===== src/rtl/tdm_demux_1to4.sv =====
// Receive side of a 4-channel, 1-bit serial TDM link: deserialises MSB-first slots,
// steers slot k to channel k and tracks frame alignment from the frame-sync marker.
module tdm_demux_1to4 #(
   parameter int unsigned Width = 8
) (
   input  logic             clk_i,
   input  logic             rst_ni,
   input  logic             din_i,
   input  logic             din_valid_i,
   input  logic             frame_sync_i,
   output logic [Width-1:0] out0_o,
   output logic [Width-1:0] out1_o,
   output logic [Width-1:0] out2_o,
   output logic [Width-1:0] out3_o,
   output logic [0:3]       out_valid_o,
   output logic             frame_done_o,
   output logic             locked_o,
   output logic             sync_err_o
);

   localparam int unsigned CntW = (Width > 2) ? $clog2(Width) : 1;

   typedef enum logic [0:0] {StHunt, StRecv} state_e;

   state_e            state_q, state_d;
   logic [CntW-1:0]   bit_cnt_q, bit_cnt_d;
   logic [1:0]        slot_cnt_q, slot_cnt_d;
   logic [Width-1:0]  shift_q, shift_d;
   logic [Width-1:0]  out_q [4];
   logic [Width-1:0]  out_d [4];
   logic [0:3]        out_valid_q, out_valid_d;
   logic              frame_done_q, frame_done_d;
   logic              sync_err_q, sync_err_d;

   logic [Width-1:0]  word;
   logic              boundary;

   always_comb begin
      state_d      = state_q;
      bit_cnt_d    = bit_cnt_q;
      slot_cnt_d   = slot_cnt_q;
      shift_d      = shift_q;
      out_d        = out_q;
      out_valid_d  = '0;
      frame_done_d = 1'b0;
      sync_err_d   = 1'b0;
      word         = {shift_q[Width-2:0], din_i};
      boundary     = (bit_cnt_q == '0) && (slot_cnt_q == 2'd0);

      if (din_valid_i) begin
         unique case (state_q)
            StHunt: begin
               if (frame_sync_i) begin
                  state_d    = StRecv;
                  shift_d    = Width'(din_i);
                  bit_cnt_d  = CntW'(1);
                  slot_cnt_d = 2'd0;
               end
            end
            StRecv: begin
               if (boundary && !frame_sync_i) begin
                  // Lost alignment: drop the bit and go back to hunting.
                  sync_err_d = 1'b1;
                  state_d    = StHunt;
               end else if (!boundary && frame_sync_i) begin
                  // Sync mid-frame: abandon the partial slot and realign on this bit.
                  sync_err_d = 1'b1;
                  shift_d    = Width'(din_i);
                  bit_cnt_d  = CntW'(1);
                  slot_cnt_d = 2'd0;
               end else begin
                  shift_d = word;
                  if (bit_cnt_q == CntW'(Width - 1)) begin
                     bit_cnt_d               = '0;
                     slot_cnt_d              = slot_cnt_q + 2'd1;
                     out_d[slot_cnt_q]       = word;
                     out_valid_d[slot_cnt_q] = 1'b1;
                     frame_done_d            = (slot_cnt_q == 2'd3);
                  end else begin
                     bit_cnt_d = bit_cnt_q + CntW'(1);
                  end
               end
            end
            default: state_d = StHunt;
         endcase
      end
   end

   always_ff @(posedge clk_i or negedge rst_ni) begin
      if (!rst_ni) begin
         state_q      <= StHunt;
         bit_cnt_q    <= '0;
         slot_cnt_q   <= 2'd0;
         shift_q      <= '0;
         out_q        <= '{default: '0};
         out_valid_q  <= '0;
         frame_done_q <= 1'b0;
         sync_err_q   <= 1'b0;
      end else begin
         state_q      <= state_d;
         bit_cnt_q    <= bit_cnt_d;
         slot_cnt_q   <= slot_cnt_d;
         shift_q      <= shift_d;
         out_q        <= out_d;
         out_valid_q  <= out_valid_d;
         frame_done_q <= frame_done_d;
         sync_err_q   <= sync_err_d;
      end
   end

   assign out0_o       = out_q[0];
   assign out1_o       = out_q[1];
   assign out2_o       = out_q[2];
   assign out3_o       = out_q[3];
   assign out_valid_o  = out_valid_q;
   assign frame_done_o = frame_done_q;
   assign locked_o     = (state_q == StRecv);
   assign sync_err_o   = sync_err_q;

endmodule


===== config.mk =====
export PLATFORM = sky130hd
export DESIGN_NAME = tdm_demux_1to4
export DESIGN_NICKNAME = d
export VERILOG_FILES = /design/src/rtl/tdm_demux_1to4.sv
export SDC_FILE = /design/constraint.sdc
export NUM_CORES = 1
export LEC_CHECK = 0
export ABC_CLOCK_PERIOD_IN_PS = 2200
export CORE_AREA = 3 3 64 95
export CTS_CLUSTER_DIAMETER = 40
export CTS_CLUSTER_SIZE = 30
export DETAILED_ROUTE_END_ITERATION = 8
export DIE_AREA = 0 0 67 98
export SETUP_SLACK_MARGIN = 0.02
export SLEW_MARGIN = 0
export SYNTH_ARGS = -nofsm -noshare
export SYNTH_HDL_FRONTEND = slang
export SYNTH_SLANG_ARGS = --single-unit
export TNS_END_PERCENT = 1

===== constraint.sdc =====
create_clock -name clk_i -period 2.2 [get_ports clk_i]
set_input_delay 0.66 -clock clk_i [delete_from_list [all_inputs] [get_ports clk_i]]
set_output_delay 0.66 -clock clk_i [all_outputs]
set_load 0.05 [all_outputs]

==> results of run 1 <==
==> synth_stat cells, drive strengths merged <==
library cell / count
nand3: 2
a22o: 1
mux2i: 8
nand2: 14
and4: 1
ha: 9
or3b: 1
buf: 4
o2bb2ai: 1
mux2: 34
o21ai: 2
nor2: 1
nor2b: 1
and2: 4
nor4b: 1
o2111ai: 1
o211ai: 1
dfrtp: 50
inv: 14
==> worst reg2reg max path, delay by kind of cell (launching register included) <==
family	cells	cell delay [ns]
fa+ha+maj	2	0.50
buf+inv	2	0.13
flops	1	0.42
mux	1	0.33
simple gates	3	0.56
==> state kept, by name (all words and copies together) (netlist names), 2 cells and up <==
name / cells
bit_cnt_q: 3
out0_o: 8
out1_o: 8
out2_o: 8
out3_o: 8
out_valid_o: 3
shift_q: 7
slot_cnt_q: 2
==> what timing repair did <==
item,in CTS,in global routing
setup endpoints to repair,32,35
pin swaps,0,0
gates resized for setup,1,1
==> cells by family after synthesis <==
family	count (synthesis)	synth area share
buf+inv	18	0.03862
compound gates	6	0.02080
simple gates	25	0.07308
mux	42	0.2198
flops	50	0.5942
fa+ha+maj	9	0.05348
==> worst min-delay path by stage <==
stage	from	to	slack, ns
after floorplan	rst_ni	bit_cnt_q[0]	0.36
after global placement	out1_o[4]	out1_o[4]	0.48
after detailed placement	out1_o[1]	out1_o[1]	0.48
after CTS	rst_ni	sync_err_o	0.42
after global routing	rst_ni	locked_o	0.44
final	rst_ni	out0_o[0]	0.40
==> layout by cell type, fill, tap and decap left out, drive strengths merged, types with 2 or more instances in the layout <==
master,n
inv,14
nand2,14
ha,9
clkbuf,7
dfrtp,50
o21ai,2
clkdlybuf4s50,39
buf,17
nand3,2
mux2i,8
and2,4
mux2,34
==> layout make-up <==
class	count	area, µm²	share of cell area
Tap cell	68	85.08	0.03070
Clock buffer	7	86.33	0.03115
Multi-Input combinational cell	82	775.7	0.2799
Sequential cell	50	1251	0.4515
Timing Repair Buffer	56	515.5	0.1860
Inverter	14	52.55	0.01896
Clock inverter	1	5.005	0.001806
==> through the flow <==
stage | util | TNS, ns | hold slack (ns) | worst slack, ns | power (mW)
after floorplan | - | 0 | 0.3644 | 0.2149 | 1.343
after global placement | 0.5066 | -10.19 | 0.4794 | -0.3354 | 1.516
after detailed placement | 0.5066 | -11.88 | 0.4812 | -0.3763 | 1.527
after CTS | 0.5241 | 0 | 0.4239 | 0.03426 | 2.058
after global routing | 0.5244 | 0 | 0.4384 | 0.008671 | 2.152
final | 0.5244 | 0 | 0.4021 | 0.06909 | 2.032
==> metal layers <==
| metal | GRT usage | vias up | routed length, µm |
|---|---|---|---|
| met4 | 0.05625 | 0 | 68 |
| met1 | 0.1639 | 669 | 1691 |
| met5 | 0 | - | 0 |
| li1 | - | 620 | - |
| met2 | 0.2386 | 28 | 2301 |
| met3 | 0.03913 | 6 | 140 |
==> report_power, final <==
part | leakage [nW] | switching, mW | internal (mW) | total, mW
clock | 0.0482 | 0.273 | 0.254 | 0.526
sequential | 0.686 | 0.0630 | 0.989 | 1.05
combinational | 0.680 | 0.265 | 0.188 | 0.453
==> summary.txt, run 1 <==
Post-Syn Nets -> 164
number of synthesized register bits -> 50
Residual DRC -> 0
slew margin rel. -> 0.5473
R2R cell count -> 8
cell area after layout -> 2771 µm²
Fmax -> 469.3 MHz
GRT Total Usage -> 0.1409
Die Ht -> 98 µm
status -> finished clean
critical path cell sequence -> clkdlybuf4s50_1
synth unique cells -> 23
post-synth top area cell -> dfrtp_1
Tightest Hold Check Type -> input port to asynchronous set/reset pin
vias in the first global route -> 1468
post-CTS setup buffer count -> 0
Slew @ Worst Pin -> 0.6791 ns
largest net degree at the start of global routing -> 32
Port Buffer Count -> 43
slowest CP cell -> clkdlybuf4s50_1
initial antenna violation count -> 0
Worst Setup EP -> out1_o[2]
Final period util -> 0.9686
CP top delay family -> buffers and inverters
gpl congestion -> 0.8177
Layout area overhead -> 31.61%
Worst-path clk slew -> 0.08 ns
Final Non-Filler Cells -> 278
Skew-Pair Late Insertion Delay -> 0.29 ns
Setup-failing EPs final -> 0
Row Count -> 32
root buf cell -> clkbuf_8
CP peak stage delay -> 0.82 ns
syn_area_per_cell -> 14.04 µm²
Seq/Total Area, Yosys -> 0.5942
Nets -> 223
Crit path depth -> 1
vias -> 1323
CP Launch Type -> flop
share of layout cells above drive strength 1 -> 0.2762
CTS tree -> yes
antenna cells -> 0
total grt overflow -> 0
Starting Density -> 0.3984
WL/cell -> 15.11 µm
Mapped Area -> 2106 µm²
Core Region -> 5285 µm²
synthesized instance count -> 150
first-pass GRT wire length -> 6.948 mm
Synth top area share -> 0.5942
reg2reg end -> out1_o[4]
clock skew -> 0.009771 ns
Slew Limit Fails -> 0
via-per-instance ratio -> 4.759
Routed Antenna Nets -> 0
crit-path max FO -> 2
final hold violation count -> 0
Sink Count -> 50
1st-pass router iterations -> 4
cell area power density -> 733.0 nW/µm²
Yosys warning total -> 0
dpl cell area -> 2678 µm²
die area -> 6566 µm²
Fill cells -> 469
Hold Buf Count CTS -> 0
CTS buffer count -> 5
reg2reg setup slack -> 0.14 ns
routed wire length -> 4.201 mm
Critical Path RT -> 1.54 ns
Setup CP Type -> flop to output port
VDD IR-drop max -> 0.0005208 V
Tmin final -> 2.131 ns
DR iter-0 viols -> 27
H-tree Lvls -> 2
Crit path buffers/inverters -> 1
CP startpoint -> out1_o[2]
DIE WIDTH -> 67 µm
crit end category -> output port
RSZ-0062 raised after global routing -> true
synth top area cells -> dfrtp_1 59%, mux2_2 15%, ha_1 5.3%, mux2i_1 3.8%, mux2_1 3.2%
IO Pins -> 44
r2r startpoint -> slot_cnt_q[1]
critical path arrival -> 1.47 ns
post-DP HPWL -> 3.213 mm
Inst Count DP -> 270
Pleak -> 1.414 nW
Clock Tree Buf Depth -> 2
MaxCap Viol Count -> 0
No activity file was read; power rests on OpenSTA's default activity.
==> inputs of run 2 (changes only) <==
--- a/config.mk
+++ b/config.mk
@@ -5,12 +5,13 @@
 export SDC_FILE = /design/constraint.sdc
 export NUM_CORES = 1
 export LEC_CHECK = 0
+export ABC_AREA = 1
 export ABC_CLOCK_PERIOD_IN_PS = 2200
-export CORE_AREA = 3 3 64 95
+export CORE_AREA = 3 3 64 96
 export CTS_CLUSTER_DIAMETER = 40
 export CTS_CLUSTER_SIZE = 30
 export DETAILED_ROUTE_END_ITERATION = 8
-export DIE_AREA = 0 0 67 98
+export DIE_AREA = 0 0 67 99
 export SETUP_SLACK_MARGIN = 0.02
 export SLEW_MARGIN = 0
 export SYNTH_ARGS = -nofsm -noshare
==> run 2 against run 1 <==
  * Utilization down 0.49 points
  * Largest power group unchanged
  * Combinational power is 31% higher
  * Global-route usage increased by 0.82 points
  * Largest cell class unchanged
  * First-iteration DRC count up 100%
  * Power is 14% higher
  * Clock-buffer cell count is 2 lower
  * Worst hold slack got worse by 0.12 ns
==> summary.txt, run 2 <==
status -> finished clean
dpl cell area -> 2679 µm²
most instantiated cells after synthesis -> 81 x nand2_1, 50 x dfrtp_1, 27 x nand3_1, 23 x inv_1, 20 x o21ai_0
Core Region -> 5450 µm²
root buf cell -> clkbuf_8
fin worst setup slack -> 0.05408 ns
slew margin rel. -> 0.6547
Post-synth ARST share -> 1.000
crit end category -> output port
post-CTS setup buffer count -> 0
Critical Path RT -> 1.54 ns
critical path arrival -> 1.49 ns
cell area power density -> 819.4 nW/µm²
initial antenna violation count -> 0
leading cell types in the layout, fill and taps excluded -> 79 x nand2_1, 50 x dfrtp_1, 27 x nand3_1, 24 x clkdlybuf4s50_1, 24 x buf_4
antenna cells -> 0
Nets -> 305
critical path cell sequence -> clkdlybuf4s50_1
via-per-instance ratio -> 4.544
final hold violation count -> 0
CP top delay family -> buffers and inverters
VDD IR-drop max -> 0.0003501 V
share of layout cells above drive strength 1 -> 0.1473
pre-CTS setup slack -> -0.1055 ns
clock skew -> 0.009162 ns
largest net degree at the start of global routing -> 22
synthesized instance count -> 235
Slew Limit Fails -> 0
crit-path max FO -> 2
Row Count -> 33
Post-Syn Nets -> 249
CTS buffer count -> 5
Hold Slack -> 0.2788 ns
Hold Buf Count CTS -> 0
DIE WIDTH -> 67 µm
post-synth top area cell -> dfrtp_1
Residual DRC -> 0
first-pass GRT wire length -> 7.514 mm
Skew-Pair Late Insertion Delay -> 0.31 ns
setup_tns -> 0 ns
Slew @ Worst Pin -> 0.5171 ns
GRT Total Usage -> 0.1491
Starting Density -> 0.3939
gpl congestion -> 0.7566
Clock Tree Buf Depth -> 2
synth unique cells -> 19
vias in the first global route -> 1585
main flop type after synthesis -> dfrtp_1
MaxCap Viol Count -> 0
slowest CP cell -> clkdlybuf4s50_1
Inst Count DP -> 354
syn_area_per_cell -> 9.136 µm²
Final Non-Filler Cells -> 362
Setup CP Type -> flop to output port
Fill cells -> 537
Seq/Total Area, Yosys -> 0.5828
post-DP HPWL -> 3.420 mm
CTS tree -> yes
Crit path buffers/inverters -> 1
synth top area cells -> dfrtp_1 58%, nand2_1 14%, nand3_1 6.3%, ha_1 5.2%, o21ai_0 4.7%
die area -> 6633 µm²
Yosys warning total -> 0
CP Launch Type -> flop
total grt overflow -> 0
Synth top area share -> 0.5828
Sink Count -> 50
IO Pins -> 44
Post-synth EDFFs -> 0
Final period util -> 0.9754
number of synthesized register bits -> 50
Worst-path clk slew -> 0.10 ns
Setup-failing EPs final -> 0
CP peak stage delay -> 0.81 ns
1st-pass router iterations -> 4
Tmin final -> 2.146 ns
WL/cell -> 12.71 µm
commonest non-fill, non-tap cell in the layout -> nand2_1
post-CTS sizing -> 0
Layout area overhead -> 31.88%
cell area after layout -> 2831 µm²
vias -> 1645
Fmax -> 466.0 MHz
count leader, synth -> nand2_1
Pleak -> 1.617 nW
routed wire length -> 4.600 mm
H-tree Lvls -> 2
Die Ht -> 99 µm
Port Buffer Count -> 43
Tightest Hold Check Type -> input port to asynchronous set/reset pin
RSZ-0062 raised after global routing -> false
Routed Antenna Nets -> 0
Mapped Area -> 2147 µm²
DR iter-0 viols -> 54
## run 2: cell count changes after synthesis, sizes merged, moves of 2 or more
| cell | change |
|---|---|
| and2 | -4 |
| buf | +3 |
| inv | +10 |
| mux2 | -34 |
| mux2i | -8 |
| nand2 | +69 |
| nand3 | +26 |
| nor2 | +9 |
| nor3 | +2 |
| o21ai | +18 |
## run 2: routing by layer
metal,GRT usage,vias up,wire [µm]
met5,0,-,0
met3,0.02395,6,120
li1,-,845,-
met4,0.06094,0,72
met1,0.1696,768,1939
met2,0.2674,26,2466
## run 2: cell families after synthesis
kind of cell / synth area share
buf+inv: 0.07051
fa+ha+maj: 0.05245
simple gates: 0.2477
compound gates: 0.04662
flops: 0.5828
## run 2: layout make-up
class / count / area [µm²] / share of cell area
sequential: 50 / 1251 / 0.4419
multi-input combinational: 153 / 764.5 / 0.2700
timing repair buffer: 57 / 525.5 / 0.1856
inverter: 24 / 90.09 / 0.03182
tap: 70 / 87.58 / 0.03093
clock buffer: 5 / 68.82 / 0.02430
clock inverter: 3 / 43.79 / 0.01547
## run 2: worst reg2reg max path, cell delays in order (launching register included)
cell and delay [ns]:
dfrtp_1 0.44, inv_1 0.09, ha_1 0.23, inv_1 0.10
nor3_2 0.06, ha_1 0.30, nand3_2 0.11, buf_4 0.16
inv_2 0.08, nand2_4 0.11, nand2_1 0.09, o21ai_0 0.07
## run 2: path summary, 6_finish.rpt
check | startpoint | end | slack, ns | depth (start not counted)
setup / recovery | out0_o[7] | out0_o[7] | 0.05 | 1
hold / removal | rst_ni | out0_o[2] | 0.28 | 1
setup reg to reg | slot_cnt_q[0] | out1_o[4] | 0.23 | 11
hold reg to reg | out0_o[0] | out0_o[0] | 0.48 | 2
max in group asynchronous | rst_ni | bit_cnt_q[1] | 1.34 | 2
min in group clk_i | out0_o[0] | out0_o[0] | 0.48 | 2
## run 2: report_power, final
part / switching (mW) / leakage [nW] / total [mW] / internal, mW
clock network: 0.312 / 0.0585 / 0.653 / 0.341
logic: 0.367 / 0.870 / 0.595 / 0.228
registers: 0.0846 / 0.689 / 1.07 / 0.987
total: 0.764 / 1.62 / 2.32 / 1.56
## run 2: metrics by stage
step,util,power [mW]
3_3_place_gp,0.4915,1.664
3_5_place_dp,0.4915,1.680
6_report,0.5195,2.320
2_1_floorplan,-,1.438
5_1_grt,0.5195,2.467
4_1_cts,0.5122,2.337
==> inputs of run 3 (changes only) <==
--- a/config.mk
+++ b/config.mk
@@ -7,11 +7,12 @@
 export LEC_CHECK = 0
 export ABC_AREA = 1
 export ABC_CLOCK_PERIOD_IN_PS = 2200
-export CORE_AREA = 3 3 64 96
+export CORE_AREA = 3 3 58 87
 export CTS_CLUSTER_DIAMETER = 40
 export CTS_CLUSTER_SIZE = 30
 export DETAILED_ROUTE_END_ITERATION = 8
-export DIE_AREA = 0 0 67 99
+export DIE_AREA = 0 0 61 90
+export PLACE_DENSITY_LB_ADDON = 0.08
 export SETUP_SLACK_MARGIN = 0.02
 export SLEW_MARGIN = 0
 export SYNTH_ARGS = -nofsm -noshare
==> run 3 against run 2 <==
  * Clock skew down 0.0046 ns
  * First-iteration DRC count increased by 30%
  * Register-to-register slack about the same
  * Critical path depth unchanged
  * Clock-buffer cell count grew 1
  * Wire length decreased by 6.5%
  * Worst setup slack gained 0.019 ns
  * Die area down 17%
  * Critical endpoint is now out0_o[2]
==> summary.txt, run 3 (synthesized netlist as in run 2, its figures left out) <==
first-pass GRT wire length -> 7.521 mm
Critical Path RT -> 1.54 ns
CTS buffer count -> 5
met1 Use GR -> 0.2250
H-tree Lvls -> 2
crit-path max FO -> 2
VDD IR-drop max -> 0.0006403 V
Skew-Pair Late Insertion Delay -> 0.29 ns
leading cell types in the layout, fill and taps excluded -> 81 x nand2_1, 50 x dfrtp_1, 30 x clkdlybuf4s50_1, 27 x nand3_1, 23 x inv_1
critical path arrival -> 1.47 ns
GRT Total Usage -> 0.1746
Clock Tree Buf Depth -> 2
Routed Antenna Nets -> 0
initial antenna violation count -> 0
MaxCap Viol Count -> 0
CTS tree -> yes
pre-CTS setup slack -> -0.03602 ns
crit end category -> output port
RSZ-0062 raised after global routing -> false
Fmax -> 470.1 MHz
clock skew -> 0.004567 ns
post-DP HPWL -> 3.161 mm
CP Launch Type -> flop
Fill cells -> 372
Tmin final -> 2.127 ns
Hold Slack -> 0.4573 ns
cell area power density -> 789.4 nW/µm²
fin worst setup slack -> 0.07289 ns
status -> finished clean
cell area after layout -> 2715 µm²
root buf cell -> clkbuf_8
share of layout cells above drive strength 1 -> 0.1289
Residual DRC -> 0
routed wire length -> 4.303 mm
Pleak -> 1.449 nW
Setup-failing EPs final -> 0
CP top delay family -> buffers and inverters
IO Pins -> 44
Setup CP Type -> flop to output port
Tightest Hold Check Type -> input port to asynchronous set/reset pin
Crit path buffers/inverters -> 1
Row Count -> 29
largest net degree at the start of global routing -> 51
Layout area overhead -> 26.46%
antenna cells -> 0
met3 usage -> 0.03582
Starting Density -> 0.4972
GR Util met2 -> 0.2911
DIE WIDTH -> 61 µm
Slew @ Worst Pin -> 0.6277 ns
gr busiest metal -> met2
Port Buffer Count -> 43
slowest CP cell -> clkdlybuf4s50_1
Worst-path clk slew -> 0.09 ns
final hold violation count -> 0
die area -> 5490 µm²
slew margin rel. -> 0.5815
gpl congestion -> 0.8376
post-CTS setup buffer count -> 0
vias in the first global route -> 1652
Final period util -> 0.9669
Sink Count -> 50
vias -> 1651
dpl cell area -> 2609 µm²
Core Region -> 4318 µm²
critical path cell sequence -> clkdlybuf4s50_1
Nets -> 300
Layout Utilization -> 0.6288
CP peak stage delay -> 0.81 ns
Die Ht -> 90 µm
DR iter-0 viols -> 70
total grt overflow -> 0
via-per-instance ratio -> 4.958
Hold Buf Count CTS -> 0
Slew Limit Fails -> 0
WL/cell -> 12.92 µm
commonest non-fill, non-tap cell in the layout -> nand2_1
1st-pass router iterations -> 4
==> run 3: changes by cell type in the layout (fill, tap and decap cells not counted), sizes merged <==
cell | previous run | this run
clkinv | 1 | 2
buf | 25 | 21
dlymetal6s2s | 8 | 1
inv | 25 | 24
clkdlybuf4s50 | 24 | 30
bufinv | 1 | 0
clkbuf | 5 | 6
==> run 3: area by class of cell <==
cell class / count / area, µm² / share of cell area
Clock buffer: 6 / 72.57 / 0.02673
Tap cell: 46 / 57.56 / 0.02120
Clock inverter: 2 / 13.76 / 0.005069
Multi-Input combinational cell: 153 / 762.0 / 0.2806
Timing Repair Buffer: 52 / 467.9 / 0.1724
Sequential cell: 50 / 1251 / 0.4608
Inverter: 24 / 90.09 / 0.03318
==> run 3: worst paths after layout <==
path	from	end	slack (ns)	cells past startpoint
min reg2reg	out0_o[6]	out0_o[6]	0.48	2
max	out0_o[2]	out0_o[2]	0.07	1
min in group clk_i	out0_o[6]	out0_o[6]	0.48	2
max reg2reg	slot_cnt_q[0]	out0_o[4]	0.22	10
max in group asynchronous	rst_ni	bit_cnt_q[1]	1.32	2
min	rst_ni	out1_o[2]	0.46	2
==> run 3: per-stage QoR <==
stage / instances / setup TNS (ns) / power [mW]
6_report: 333 / 0 / 2.143
5_1_grt: 333 / 0 / 2.292
4_1_cts: 333 / 0 / 2.153
3_5_place_dp: 325 / -0.3716 / 1.629
3_3_place_gp: 325 / -0.1794 / 1.612
2_1_floorplan: 235 / 0 / 1.438
==> run 3: power by group <==
group / total (mW) / internal, mW / switching, mW / leakage, nW
combinational: 0.564 / 0.195 / 0.369 / 0.715
clock: 0.516 / 0.225 / 0.291 / 0.0452
sequential: 1.06 / 0.987 / 0.0761 / 0.689
total: 2.14 / 1.41 / 0.736 / 1.45
==> run 3: per-layer routing <==
metal	vias up	part of all wire
li1	839	-
met4	0	0.011
met2	50	0.51
met5	-	0
met1	757	0.44
met3	5	0.041
==> run 3: repair_timing <==
item / in CTS / in global routing
resized for setup: 0 / 5
endpoints found under the hold margin: 0 / 0
endpoints found under the setup margin: 0 / 39
